File: config.mk
export PLATFORM = sky130hd
export DESIGN_NAME = shift_deser
export DESIGN_NICKNAME = d
export VERILOG_FILES = /design/src/rtl/shift_deser.sv
export SDC_FILE = /design/constraint.sdc
export NUM_CORES = 1
export LEC_CHECK = 0
export CORE_MARGIN = 5
export CORE_UTILIZATION = 50
export CTS_BUF_LIST = sky130_fd_sc_hd__clkbuf_2
export DETAILED_ROUTE_END_ITERATION = 7
export GPL_TIMING_DRIVEN = 0
export HOLD_SLACK_MARGIN = 0.03
export PLACE_DENSITY = 0.8
export SETUP_SLACK_MARGIN = 0.2
export SLEW_MARGIN = 10
export SYNTH_ARGS = -nofsm -noshare
export SYNTH_HDL_FRONTEND = slang
export SYNTH_SLANG_ARGS = --single-unit
File: constraint.sdc
create_clock -name clk -period 2.4 [get_ports clk]
set_clock_uncertainty 0.15 [all_clocks]
set_input_delay 0.24 -clock clk [delete_from_list [all_inputs] [get_ports clk]]
set_output_delay 0.24 -clock clk [all_outputs]
set_load 0.05 [all_outputs]
File: src/rtl/shift_deser.sv
// shift_deser: serial-to-parallel receiver for a framed, MSB-first bit stream.
// Completed words land in a one-entry valid/ready output buffer; sticky flags
// report dropped words (overflow) and frames restarted by sof (frame_abort).
// Optional feature macro: SHIFT_DESER_PARITY_EN (adds a trailing even-parity bit).
module shift_deser #(
  parameter int unsigned WIDTH = 8
) (
  input  logic             clk,
  input  logic             reset,
  input  logic             sin,
  input  logic             sin_valid,
  input  logic             sof,
  output logic [WIDTH-1:0] out_data,
  output logic             out_valid,
  input  logic             out_ready,
  output logic             busy,
  output logic             overflow,
  output logic             frame_abort,
  input  logic             clr_flags,
  output logic             parity_err
);

`ifdef SHIFT_DESER_PARITY_EN
  localparam int unsigned FRAME_LEN = WIDTH + 1;
`else
  localparam int unsigned FRAME_LEN = WIDTH;
`endif
  // Shift register holds every bit except the one that completes the frame.
  localparam int unsigned SW = FRAME_LEN - 1;
  localparam int unsigned CW = $clog2(FRAME_LEN);
  localparam logic [CW-1:0] LAST = CW'(FRAME_LEN - 1);

  typedef enum logic {
    IDLE    = 1'b0,
    COLLECT = 1'b1
  } state_t;

  state_t           state_q, state_d;
  logic [CW-1:0]    count_q, count_d;
  logic [SW-1:0]    shift_q, shift_d;
  logic [WIDTH-1:0] out_data_q, out_data_d;
  logic             out_valid_q, out_valid_d;
  logic             overflow_q, overflow_d;
  logic             frame_abort_q, frame_abort_d;
  logic             complete;
  logic             word_ok;
  logic [WIDTH-1:0] word;
`ifdef SHIFT_DESER_PARITY_EN
  logic             parity_err_q, parity_err_d;
`endif

  // Next-state logic: frame collection, buffer handshake and flag updates.
  always_comb begin
    state_d       = state_q;
    count_d       = count_q;
    shift_d       = shift_q;
    out_data_d    = out_data_q;
    out_valid_d   = out_valid_q & ~out_ready;
    overflow_d    = overflow_q & ~clr_flags;
    frame_abort_d = frame_abort_q & ~clr_flags;
    complete      = 1'b0;
    word_ok       = 1'b0;
    word          = '0;
`ifdef SHIFT_DESER_PARITY_EN
    parity_err_d  = 1'b0;
`endif

    unique case (state_q)
      IDLE: begin
        if (sin_valid && sof) begin
          shift_d = SW'(sin);
          count_d = CW'(1);
          state_d = COLLECT;
        end
      end
      COLLECT: begin
        if (sin_valid) begin
          if (sof) begin
            frame_abort_d = 1'b1;
            shift_d       = SW'(sin);
            count_d       = CW'(1);
          end else if (count_q == LAST) begin
            complete = 1'b1;
            count_d  = '0;
            state_d  = IDLE;
`ifdef SHIFT_DESER_PARITY_EN
            word         = shift_q;
            word_ok      = (sin == ^shift_q);
            parity_err_d = (sin != ^shift_q);
`else
            word    = {shift_q, sin};
            word_ok = 1'b1;
`endif
          end else begin
            // Explicit cast drops the bit shifted out of the top.
            shift_d = SW'({shift_q, sin});
            count_d = count_q + CW'(1);
          end
        end
      end
      default: state_d = IDLE;
    endcase

    // A word can enter the buffer when it is empty or being drained this cycle;
    // set events are applied after the clear so they win.
    if (complete && word_ok) begin
      if (!out_valid_q || out_ready) begin
        out_data_d  = word;
        out_valid_d = 1'b1;
      end else begin
        overflow_d = 1'b1;
      end
    end
  end

  // State register with synchronous active-high reset.
  always_ff @(posedge clk) begin
    if (reset) begin
      state_q       <= IDLE;
      count_q       <= '0;
      shift_q       <= '0;
      out_data_q    <= '0;
      out_valid_q   <= 1'b0;
      overflow_q    <= 1'b0;
      frame_abort_q <= 1'b0;
`ifdef SHIFT_DESER_PARITY_EN
      parity_err_q  <= 1'b0;
`endif
    end else begin
      state_q       <= state_d;
      count_q       <= count_d;
      shift_q       <= shift_d;
      out_data_q    <= out_data_d;
      out_valid_q   <= out_valid_d;
      overflow_q    <= overflow_d;
      frame_abort_q <= frame_abort_d;
`ifdef SHIFT_DESER_PARITY_EN
      parity_err_q  <= parity_err_d;
`endif
    end
  end

  assign out_data    = out_data_q;
  assign out_valid   = out_valid_q;
  assign overflow    = overflow_q;
  assign frame_abort = frame_abort_q;
  assign busy        = (state_q == COLLECT);
`ifdef SHIFT_DESER_PARITY_EN
  assign parity_err  = parity_err_q;
`else
  assign parity_err  = 1'b0;
`endif

endmodule

# --- Word level (Yosys, flattened, before mapping) ---
# Index checks and enable logic that the tools add are counted.
word_totals:
  reg_bits: 22
  latchBits: 0
  ramBits: 0
  mem_bits_ro: 0
  in_bits: 7
  out_inout_bits: 13
  wordCells: 54
  memories: 0
classes:
  add_sub_neg: 1
  n_mul: 0
  div_mod_pow: 0
  order_cmp: 0
  eq_ne: 4
  shifts: 0
  mux: 30
  n_bitwise: 6
  reduce_logical: 6
ops:
  columns: ["op", "count"]
  rows:
  - ["two-way mux 8 bit", 4]
  - ["two-way mux 7 bit", 4]
  - ["two-way mux 1 bit", 15]
  - ["case mux 7 bit (2 select lines)", 1]
  - ["two-way mux 3 bit", 4]
  - ["case mux 3 bit (2 select lines)", 1]
  - ["!= test 2 bit (second input constant)", 2]
  - ["AND reduction 2 bit", 2]
  - ["adder 3 x 1 -> 3 bit (second input constant)", 1]
  - ["AND 1 bit", 3]
  - ["== test 3 bit (second input constant)", 1]
  - ["!= test 3 bit (second input constant)", 1]
  - ["NOT 1 bit", 3]
  - ["AND reduction 3 bit", 1]
  - ["case mux 1 bit (2 select lines)", 1]
  - ["logical AND 1 bit", 1]
  - ["zero test 1 bit", 1]
  - ["logical OR 1 bit", 1]

# --- Logic depth before layout (Yosys ltp) ---
# Gate-level depths: netlist (run 1).
logic_depth:
  ltp_word: 6
  depth_mapped: 6
  ltp_nobuf: 5

# --- Least setup slack after synthesis (run 1) ---
# No wires, ideal clock.
synth_timing:
  path_kind: "reg-to-reg"
  from: "reg state_q (netlist: busy)"
  to: "reg out_data_q[3] (netlist: out_data[3])"
  setup_ns: 0.132
  arrival_time_ns: 1.306
  required_time_ns: 2.118
  path_slack_ns: 0.812
  stages_incl_launch_ff: 5
  path_buffers: 1
  synth_period_minus_slack_ns: 1.588
  cell_sequence: "dfxtp_1 > buf_6 > nand4b_1 > o21ai_0 > a21oi_1"
synth_between:
  elab_chain_len: 2
  word_cells_on_any_way: 3
  classes_between: "mux: 2; reduce/logical: 1"
synth_lines:
  columns: ["item", "line_no", "source"]
  rows:
  - ["start, declared", "38", "state_t state_q, state_d;"]
  - ["start signal, assigned", "130", "state_q <= state_d;"]
  - ["two-way mux 1 bit", "68", "unique case (state_q)"]
  - ["AND reduction 2 bit (no line)", null, null]
  - ["end signal, assigned", "133", "out_data_q <= out_data_d;"]
  - ["end, declared", "41", "logic [WIDTH-1:0] out_data_q, out_data_d;"]
# Parallel ways exist; a longest one is shown, timed or not.
# A chain may end at the register's enable or synchronous reset.

# --- Worst setup path in the final report (run 1) ---
layout_timing:
  from: "reg state_q (netlist: busy)"
  to: "out busy"
layout_rtl:
  columns: ["item", "line_no", "source"]
  rows:
  - ["end, declared", "16", "output logic busy,"]
# No word-level cell between the ends.

==> qor.yml, run 1 <==
wl_per_cell_um: 13.7
hold_end: "shift_q[4]"
fmax_mhz: 515
tightest_slew_ns: 0.515
num_rows: 16
fin_crit_ns: 1.94
hold_class: "primary input to flop"
avgSynthCellArea_um2: 9.43
r2r-end: "out_data[0]"
yosys_warnings: 0
setup_viol: 0
seq_area_frac_synth: 0.413
synth_nets: 123
r2r_setup_slack_ns: 0.61
drv_cap: 0
drc_errors: 0
clockBufferDepth: 2
ys_types: 27
post-route-worst-setup-slack_ns: 0.458
slew_violations: 0
yosysMostFrequentCell: "dfxtp_1"
antenna_cells: 0
yosys_register_bits: 22
crit_fanout: 3
clock_latency_ns: 0.33
dieWidth_um: 56.2
dieArea_um2: 3160
cts_buffers: 3
grt_start_max_net_pins: 13
synthTopCellsByArea: "dfxtp_1 (41%), mux2i_1 (6.6%), a21oi_1 (5.6%)"
area_delta_synth_final_pct: 20.9
synth_edf_count: 0
io_pins: 20
core_area_um2: 2000
cts.clk_slew.worst_paths_ns: 0.20
cp.arrival_ns: 1.55
r2r_start: "count_q[0]"
dp_hpwl_um: 1660
routed_wl_um: 2200
cp_slowest_cell: "clkdlybuf4s50_1"
outcome: "finished clean"
synth_common_cells: "dfxtp_1 (22), a21oi_1 (12), o21ai_0 (10)"
cts_tree: "yes"
start_util: 0.532
netlist_instances: 113
synthFlopType: "dfxtp_1"
grt_usage: 0.149
synth_top_cell_area_share: 0.413
max_slew_margin: 0.655
fillCellCount: 181
dp_worst_setup_slack_ns: 0.518
path_cells: "clkdlybuf4s50_1"
vdd_drop_max_uv: 260
dr_total_vias: 883
worstSetupPathType: "flop to output pin"
worst-path-buf-inv: 1
cp-start-kind: "flop"
final_hold_viol_count: 0
antenna_found_initial: 0
drtIter0Drc: 12
required_ns: 2.01
p_per_area_nw_per_um2: 458
grt_pass1_vias: 874
p_leak_nw: 0.480
period_share: 0.809
die_h_um: 56.2
clock-sinks: 22
fin_setup_tns_ns: 0
layout.nets: 145
end_kind: "output pin"
async_reset_ff_frac: 0
min_from: "reset"
dr.pass1.iters: 4
netlist_area_um2: 1070
port_buffers: 16
cts_setup_buffers: 0
clockRootBuffer: "clkbuf_2"
cp_top_family: "buffers and inverters"
grt-ovfl-total: 0
hold_depth: 3
worstRegToRegCells: 5
synth_top_area_cell: "dfxtp_1"
grt_first_pass_wirelength_um: 3800
drive_gt1_frac: 0.104
htreeDepth: 1
ant_nets: 0
ctsResizeCount: 0
viasPerCell: 5.48
rsz0062_at_grt: "no"
critPathMaxStageDelay_ns: 0.82
gp_congestion: 0.745
==> routing by layer <==
metal,up-vias,share of wire,track usage
li1,442,-,-
met1,421,0.46,0.178
met2,15,0.49,0.265
met3,5,0.032,0.0278
met4,0,0.013,0.0508
met5,-,0,0
==> logic make-up (layout without fill, tap and decap cells) <==
group,Yosys count,after routing,share of synthesized area
buffers and inverters,11,32,0.0810
other,1,1,0.00352
muxes,7,7,0.0657
DFF,22,22,0.413
adders and majority gates,3,3,0.0352
AOI/OAI and AO/OA,26,26,0.131
and+or+nand+nor,43,43,0.270
==> cells in the final DEF (no fill, tap or decap), drive strengths merged, types with 4 or more instances in the layout <==
master	n
dfxtp	22
clkdlybuf4s50	16
a21oi	12
o21ai	10
buf	9
or2b	8
mux2i	7
nand3b	6
nand4	6
nor2	4
nor2b	4
clkbuf	4
==> how the worst max path moves through the flow <==
stage          startpoint           to  slack (ns)  depth (start not counted)
4_1_cts              busy         busy        0.43                          1
3_3_place_gp    sin_valid  out_data[5]        0.57                          5
2_1_floorplan        busy  out_data[3]        0.81                          4
5_1_grt              busy         busy        0.39                          1
6_report             busy         busy        0.46                          1
3_5_place_dp    sin_valid  out_data[0]        0.52                          5
==> stage by stage <==
stage                     hold WS (ns)  power [mW]  instances  cell area, um^2  utilization
final                           0.0698       0.590        161             1290        0.644
after global routing            0.0611       0.618        161             1290        0.644
after CTS                       0.0536       0.595        161             1290        0.644
after detailed placement         0.317       0.448        156             1260        0.629
after global placement           0.312       0.445        156             1260        0.629
after floorplan                  0.272       0.428        113             1070            -
==> report_power, final <==
| group | switching (mW) | internal [mW] |
|---|---|---|
| registers | 0.00338 | 0.370 |
| clock network | 0.112 | 0.0362 |
| logic | 0.0356 | 0.0329 |
==> registers in the layout, summed over array words and instances, names as in the netlist <==
name	flops
out_data	8
shift_q	7
count_q	3
busy	1
frame_abort	1
out_valid	1
overflow	1
==> layout make-up <==
| class | count | area (um^2) | area share |
|---|---|---|---|
| buffer | 11 | 86.3 | 0.0670 |
| timing repair buffer | 17 | 170 | 0.132 |
| sequential | 22 | 440 | 0.342 |
| tap | 27 | 33.8 | 0.0262 |
| clock inverter | 1 | 3.75 | 0.00291 |
| multi-input combinational | 80 | 539 | 0.418 |
| clock buffer | 3 | 15.0 | 0.0117 |
==> timing repair <==
action,CTS,global route
hold endpoints to repair,1,0
endpoints found under the setup margin,0,0
hold buffers,1,0
Power figures use the tool's default switching activity.
==> run 2: changes to the inputs <==
--- a/config.mk
+++ b/config.mk
@@ -6,7 +6,7 @@
 export NUM_CORES = 1
 export LEC_CHECK = 0
 export CORE_MARGIN = 5
-export CORE_UTILIZATION = 50
+export CORE_UTILIZATION = 48
 export CTS_BUF_LIST = sky130_fd_sc_hd__clkbuf_2
 export DETAILED_ROUTE_END_ITERATION = 7
 export GPL_TIMING_DRIVEN = 0
==> constraint.sdc (replaced) <==
create_clock -name clk -period 1.64 [get_ports clk]
set_clock_uncertainty 0.15 [all_clocks]
set_input_delay 0.164 -clock clk [delete_from_list [all_inputs] [get_ports clk]]
set_output_delay 0.164 -clock clk [all_outputs]
set_load 0.05 [all_outputs]
==> run 2 against run 1 <==
Against the previous run: sequential power increased by 46%; final cell count increased by 2.5%; non-clock buffer count increased by 4; worst setup slack got worse by 0.35 ns; sequential share of layout area decreased by 1.8 points; clock power increased by 39%; critical path depth increased by 5; combinational power increased by 52%; utilization decreased by 0.53 points; first-iteration DRC count increased by 50%; power increased by 45%; largest cell class unchanged.
==> qor.yml, run 2 (synthesized netlist as in run 1, its figures left out) <==
wl_per_cell_um: 13.5  # -0.92%
fin_crit_ns: 1.53
start_util: 0.491  # -0.0412
cts.clk_slew.worst_paths_ns: 0.21  # about the same
htreeDepth: 1  # unchanged
dieWidth_um: 57.1  # +1.7%
fin_setup_tns_ns: 0  # unchanged
grt_start_max_net_pins: 12  # -1
p_per_area_nw_per_um2: 618  # +35%
dpl_cell_area_um2: 1290  # +2.5%
grt-ovfl-total: 0  # unchanged
grt_first_pass_wirelength_um: 3710  # -2.2%
grt.busiest_layer: "met2"
dieArea_um2: 3260  # +3.4%
die_h_um: 57.1  # +1.7%
fmax_mhz: 654
clock_latency_ns: 0.32  # about the same
met1_usage: 0.174  # -0.00359
gp_congestion: 0.756  # +1.4%
viasPerCell: 5.37  # -2.1%
cts_tree: "yes"
end_kind: "flop"
fin_area_um2: 1390  # +7.5%
p_leak_nw: 0.503  # +4.8%
routed_wl_um: 2230  # +1.5%
rsz0062_at_grt: "yes"
max_slew_margin: 0.570  # -0.0853
grt_pass1_vias: 809  # -7.4%
final_common_cell: "dfxtp_1"
drtIter0Drc: 18  # +6
period_share: 0.932
ant_nets: 0  # unchanged
setup_viol: 0  # unchanged
final_hold_viol_count: 0  # unchanged
fillCellCount: 195  # +7.7%
drc_errors: 0  # unchanged
port_buffers: 16  # unchanged
antenna_found_initial: 0  # unchanged
required_ns: 1.74  # -0.27 ns
cts_buffers: 3  # unchanged
cp.arrival_ns: 1.62  # +0.07 ns
clockRootBuffer: "clkbuf_2"
hold_class: "primary input to flop"
dp_hpwl_um: 1590  # -4.3%
dr_total_vias: 886  # +0.34%
drv_cap: 0  # unchanged
grt_usage: 0.143  # -0.00661
slew_violations: 0  # unchanged
worst_hold_slack_ns: 0.138  # +0.0680 ns
largest_reg_flops: 8  # unchanged
cp-start-kind: "flop"
worstSetupPathType: "flop to flop"
outcome: "finished clean"
most-common-layout-cells: "dfxtp_1 (18), a21oi_1 (9), clkdlybuf4s15_2 (9)"
drive_gt1_frac: 0.285  # +0.180
met2_usage: 0.253  # -0.0126
use_met3: 0.0430  # +0.0151
crit_fanout: 6  # +3
core_area_um2: 2170  # +8.4%
clockBufferDepth: 2  # unchanged
clock-sinks: 22  # unchanged
vdd_drop_max_uv: 522  # +100%
antenna_cells: 0  # unchanged
dr.pass1.iters: 4  # unchanged
num_rows: 17  # +1
area_delta_synth_final_pct: 29.9
io_pins: 20  # unchanged
tightest_slew_ns: 0.644  # +0.128 ns
layout.nets: 149  # +2.8%
==> run 2: cell count changes in the layout (fill, tap and decap cells not counted), moves of 4 or more <==
cell	before	now
clkdlybuf4s50_1	16	4
clkdlybuf4s15_2	0	9
o21ai_0	10	5
o21ai_1	0	5
dfxtp_1	22	18
==> run 2: worst paths after layout <==
kind / slack, ns / start / endpoint / depth (start not counted)
max: 0.11 / count_q[0] / out_data[1] / 6
min: 0.14 / reset / out_data[0] / 2
max reg2reg: 0.11 / count_q[0] / out_data[1] / 6
min reg2reg: 0.34 / out_data[0] / out_data[0] / 2
==> run 2: worst max-delay path, cell delays in order, from the launching register on <==
cell     delay [ns]
dfxtp_4        0.41
ha_4           0.16
ha_4           0.15
and4b_1        0.21
buf_6          0.12
nand4_1        0.10
a21oi_1        0.15
==> run 2: layer usage <==
metal / part of all wire / wire length [um] / up-vias
li1: - / - / 446
met1: 0.45 / 1010 / 417
met2: 0.50 / 1120 / 23
met3: 0.047 / 106 / 0
met4: 0 / 0 / 0
met5: 0 / 0 / -
==> run 2: area by class of cell <==
type	count	area, um^2	area share
multi-input combinational	80	588	0.425
timing repair buffer	21	203	0.146
sequential	22	448	0.323
tap	28	35.0	0.0253
buffer	11	96.3	0.0696
clock buffer	3	15.0	0.0108
==> run 2: repair_timing <==
action                                  4_1_cts  5_1_grt
hold buffers                                  2        0
endpoints found under the setup margin       29       19
endpoints found under the hold margin         9        0
setup buffers                                 3        0
resized for setup                            42       15
cloned                                        0        0
pin swaps                                     5        5
==> run 2: power breakdown <==
group	switching (mW)	internal (mW)
clock	0.155	0.0498
combinational	0.0537	0.0505
sequential	0.00537	0.542
==> run 2: stage by stage <==
step / instances / total power, mW / setup slack [ns] / utilization
final: 165 / 0.856 / 0.112 / 0.638
after global routing: 165 / 0.891 / 0.0299 / 0.638
after CTS: 165 / 0.860 / 0.142 / 0.637
after detailed placement: 157 / 0.656 / -0.155 / 0.595
after global placement: 157 / 0.652 / -0.113 / 0.595
after floorplan: 113 / 0.627 / 0.194 / -
==> run 3: changes to the inputs <==
--- a/config.mk
+++ b/config.mk
@@ -5,13 +5,15 @@
 export SDC_FILE = /design/constraint.sdc
 export NUM_CORES = 1
 export LEC_CHECK = 0
+export CAP_MARGIN = 20
 export CORE_MARGIN = 5
-export CORE_UTILIZATION = 48
+export CORE_UTILIZATION = 50
 export CTS_BUF_LIST = sky130_fd_sc_hd__clkbuf_2
 export DETAILED_ROUTE_END_ITERATION = 7
 export GPL_TIMING_DRIVEN = 0
 export HOLD_SLACK_MARGIN = 0.03
 export PLACE_DENSITY = 0.8
+export RECOVER_POWER = 50
 export SETUP_SLACK_MARGIN = 0.2
 export SLEW_MARGIN = 10
 export SYNTH_ARGS = -nofsm -noshare
==> constraint.sdc (replaced) <==
create_clock -name clk -period 1.65 [get_ports clk]
set_clock_uncertainty 0.15 [all_clocks]
set_input_delay 0.165 -clock clk [delete_from_list [all_inputs] [get_ports clk]]
set_output_delay 0.165 -clock clk [all_outputs]
set_load 0.05 [all_outputs]
==> run 3 against run 2 <==
Against the previous run: count of clock-buffer cells in the layout is the same; global-route usage up 0.14 points; largest cell class unchanged; critical path depth shrank 5; critical path type is now flop to output pin; clock power hardly changed; hold slack better by 0.025 ns; sequential cell count stayed put; non-clock buffer count unchanged; cell area shrank 6.0%; first-iteration DRC count decreased by 33%; sequential share of layout area up 1.9 points; register-to-register slack better by 0.03 ns.
==> qor.yml, run 3 (synthesized netlist as in run 1, its figures left out) <==
antenna_found_initial: 0  # unchanged
port_buffers: 16  # unchanged
dpl_cell_area_um2: 1290  # about the same
area_delta_synth_final_pct: 22.2
grt_pass1_vias: 852  # +5.3%
fmax_mhz: 665
layout.nets: 149  # unchanged
start_util: 0.532  # +0.0412
fin_crit_ns: 1.50
antenna_cells: 0  # unchanged
cp-start-kind: "flop"
fin_setup_tns_ns: 0  # unchanged
grt_first_pass_wirelength_um: 3690  # -0.57%
io_pins: 20  # unchanged
worst-path-buf-inv: 1  # unchanged
rsz0062_at_grt: "yes"
clockBufferDepth: 2  # unchanged
end_kind: "output pin"
swShare: 0.253  # +0.00219
worst_hold_slack_ns: 0.163  # +0.0248 ns
dp_hpwl_um: 1650  # +3.9%
wl_per_cell_um: 14.1  # +4.4%
final_common_cell: "dfxtp_1"
cp_slowest_cell: "clkbuf_1"
clockPowerShare: 0.243  # +0.003
setup_viol: 0  # unchanged
drv_cap: 0  # unchanged
crit_fanout: 2  # -4
fin_area_um2: 1300  # -6.0%
outcome: "finished clean"
vdd_drop_max_uv: 412  # -21%
drc_errors: 0  # unchanged
gp_congestion: 0.729  # -3.5%
max_slew_margin: 0.587  # +0.0172
viasPerCell: 5.53  # +3.0%
slew_violations: 0  # unchanged
seq_power_share: 0.637  # -0.002
path_cells: "clkbuf_1"
grt-ovfl-total: 0  # unchanged
die_h_um: 56.2  # -1.7%
grt_usage: 0.144  # +0.00143
dieWidth_um: 56.2  # -1.7%
cp_top_family: "buffers and inverters"
tightest_slew_ns: 0.622  # -0.0218 ns
final_hold_viol_count: 0  # unchanged
most-common-layout-cells: "dfxtp_1 (18), clkbuf_1 (13), a21oi_1 (11)"
num_rows: 16  # -1
dr_total_vias: 907  # +2.4%
cts_buffers: 3  # unchanged
p_comb_frac: 0.120  # -0.002
ant_nets: 0  # unchanged
dieArea_um2: 3160  # -3.3%
grt_start_max_net_pins: 12  # unchanged
cts.clk_slew.worst_paths_ns: 0.19  # -0.02 ns
clock_latency_ns: 0.32  # about the same
hold_class: "primary input to flop"
design_power_total_mw: 0.854  # -0.25%
drtIter0Drc: 12  # -6
power_switching_mw: 0.216  # +0.63%
dr.pass1.iters: 4  # unchanged
core_area_um2: 2000  # -7.7%
drive_gt1_frac: 0.182  # -0.102
p_per_area_nw_per_um2: 656  # +6.1%
p_int_mw: 0.639  # -0.54%
htreeDepth: 1  # unchanged
critPathMaxStageDelay_ns: 0.49  # +0.08 ns
clock-sinks: 22  # unchanged
period_share: 0.912
p_leak_nw: 0.464  # -7.7%
largest_reg_flops: 8  # unchanged
required_ns: 1.33  # -0.41 ns
worstSetupPathType: "flop to output pin"
routed_wl_um: 2320  # +3.8%
cts_tree: "yes"
fillCellCount: 175  # -10%
cp.arrival_ns: 1.19  # -0.43 ns
clockRootBuffer: "clkbuf_2"
run 3: changes by cell type in the layout (fill, tap and decap cells not counted), sizes merged:
cell	previous run	this run
buf	15	11
clkbuf	4	16
clkdlybuf4s15	9	1
run 3: layout make-up:
cell class / count / area, um^2 / share of cell area
Buffer: 11 / 92.6 / 0.0711
Clock buffer: 3 / 15.0 / 0.0115
Multi-Input combinational cell: 80 / 581 / 0.446
Sequential cell: 22 / 445 / 0.342
Tap cell: 27 / 33.8 / 0.0259
Timing Repair Buffer: 21 / 135 / 0.104
run 3: worst reg2reg max path, cell delays in order, from the launching register on:
cell     delay (ns)
dfxtp_2        0.40
ha_4           0.16
ha_4           0.14
and4b_1        0.20
buf_6          0.14
nand4_1        0.12
a21oi_1        0.15
run 3: stage by stage:
step | worst slack, ns | util | std cells
global placement | -0.0965 | 0.644 | 156
floorplan | 0.204 | - | 113
detailed placement | -0.127 | 0.644 | 156
global route | 0.0781 | 0.651 | 164
CTS | 0.156 | 0.692 | 164
finish | 0.145 | 0.651 | 164
run 3: power by group through the flow:
stage	Clock [mW]	Sequential, mW	Combinational (mW)
after global routing	0.231	0.545	0.110
after CTS	0.210	0.544	0.105
after floorplan	0	0.561	0.0630
after global placement	0	0.554	0.0945
final	0.208	0.544	0.102
after detailed placement	0	0.554	0.0970
run 3: layer usage:
| metal | track usage | wire length (um) | part of all wire | vias to the layer above |
|---|---|---|---|---|
| li1 | - | - | - | 447 |
| met1 | 0.167 | 1050 | 0.45 | 438 |
| met2 | 0.260 | 1190 | 0.51 | 18 |
| met3 | 0.0278 | 52 | 0.022 | 4 |
| met4 | 0.0508 | 27 | 0.012 | 0 |
| met5 | 0 | 0 | 0 | - |
run 3: what timing repair did:
| item | 4_1_cts | 5_1_grt |
|---|---|---|
| setup endpoints to repair | 29 | 16 |
| hold buffers | 2 | 0 |
| endpoints found under the hold margin | 10 | 0 |
| buffers inserted | 3 | 0 |
| cloned | 0 | 0 |
| pin swaps | 7 | 1 |
| gates resized for setup | 42 | 5 |
run 3: path summary, 6_finish.rpt:
kind	startpoint	slack, ns	depth (start not counted)	endpoint
worst max register to register	count_q[1]	0.15	6	out_data[5]
worst min register to register	frame_abort	0.34	2	frame_abort
worst min-delay path	reset	0.16	2	out_data[0]
worst max-delay path	out_data[0]	0.15	1	out_data[0]
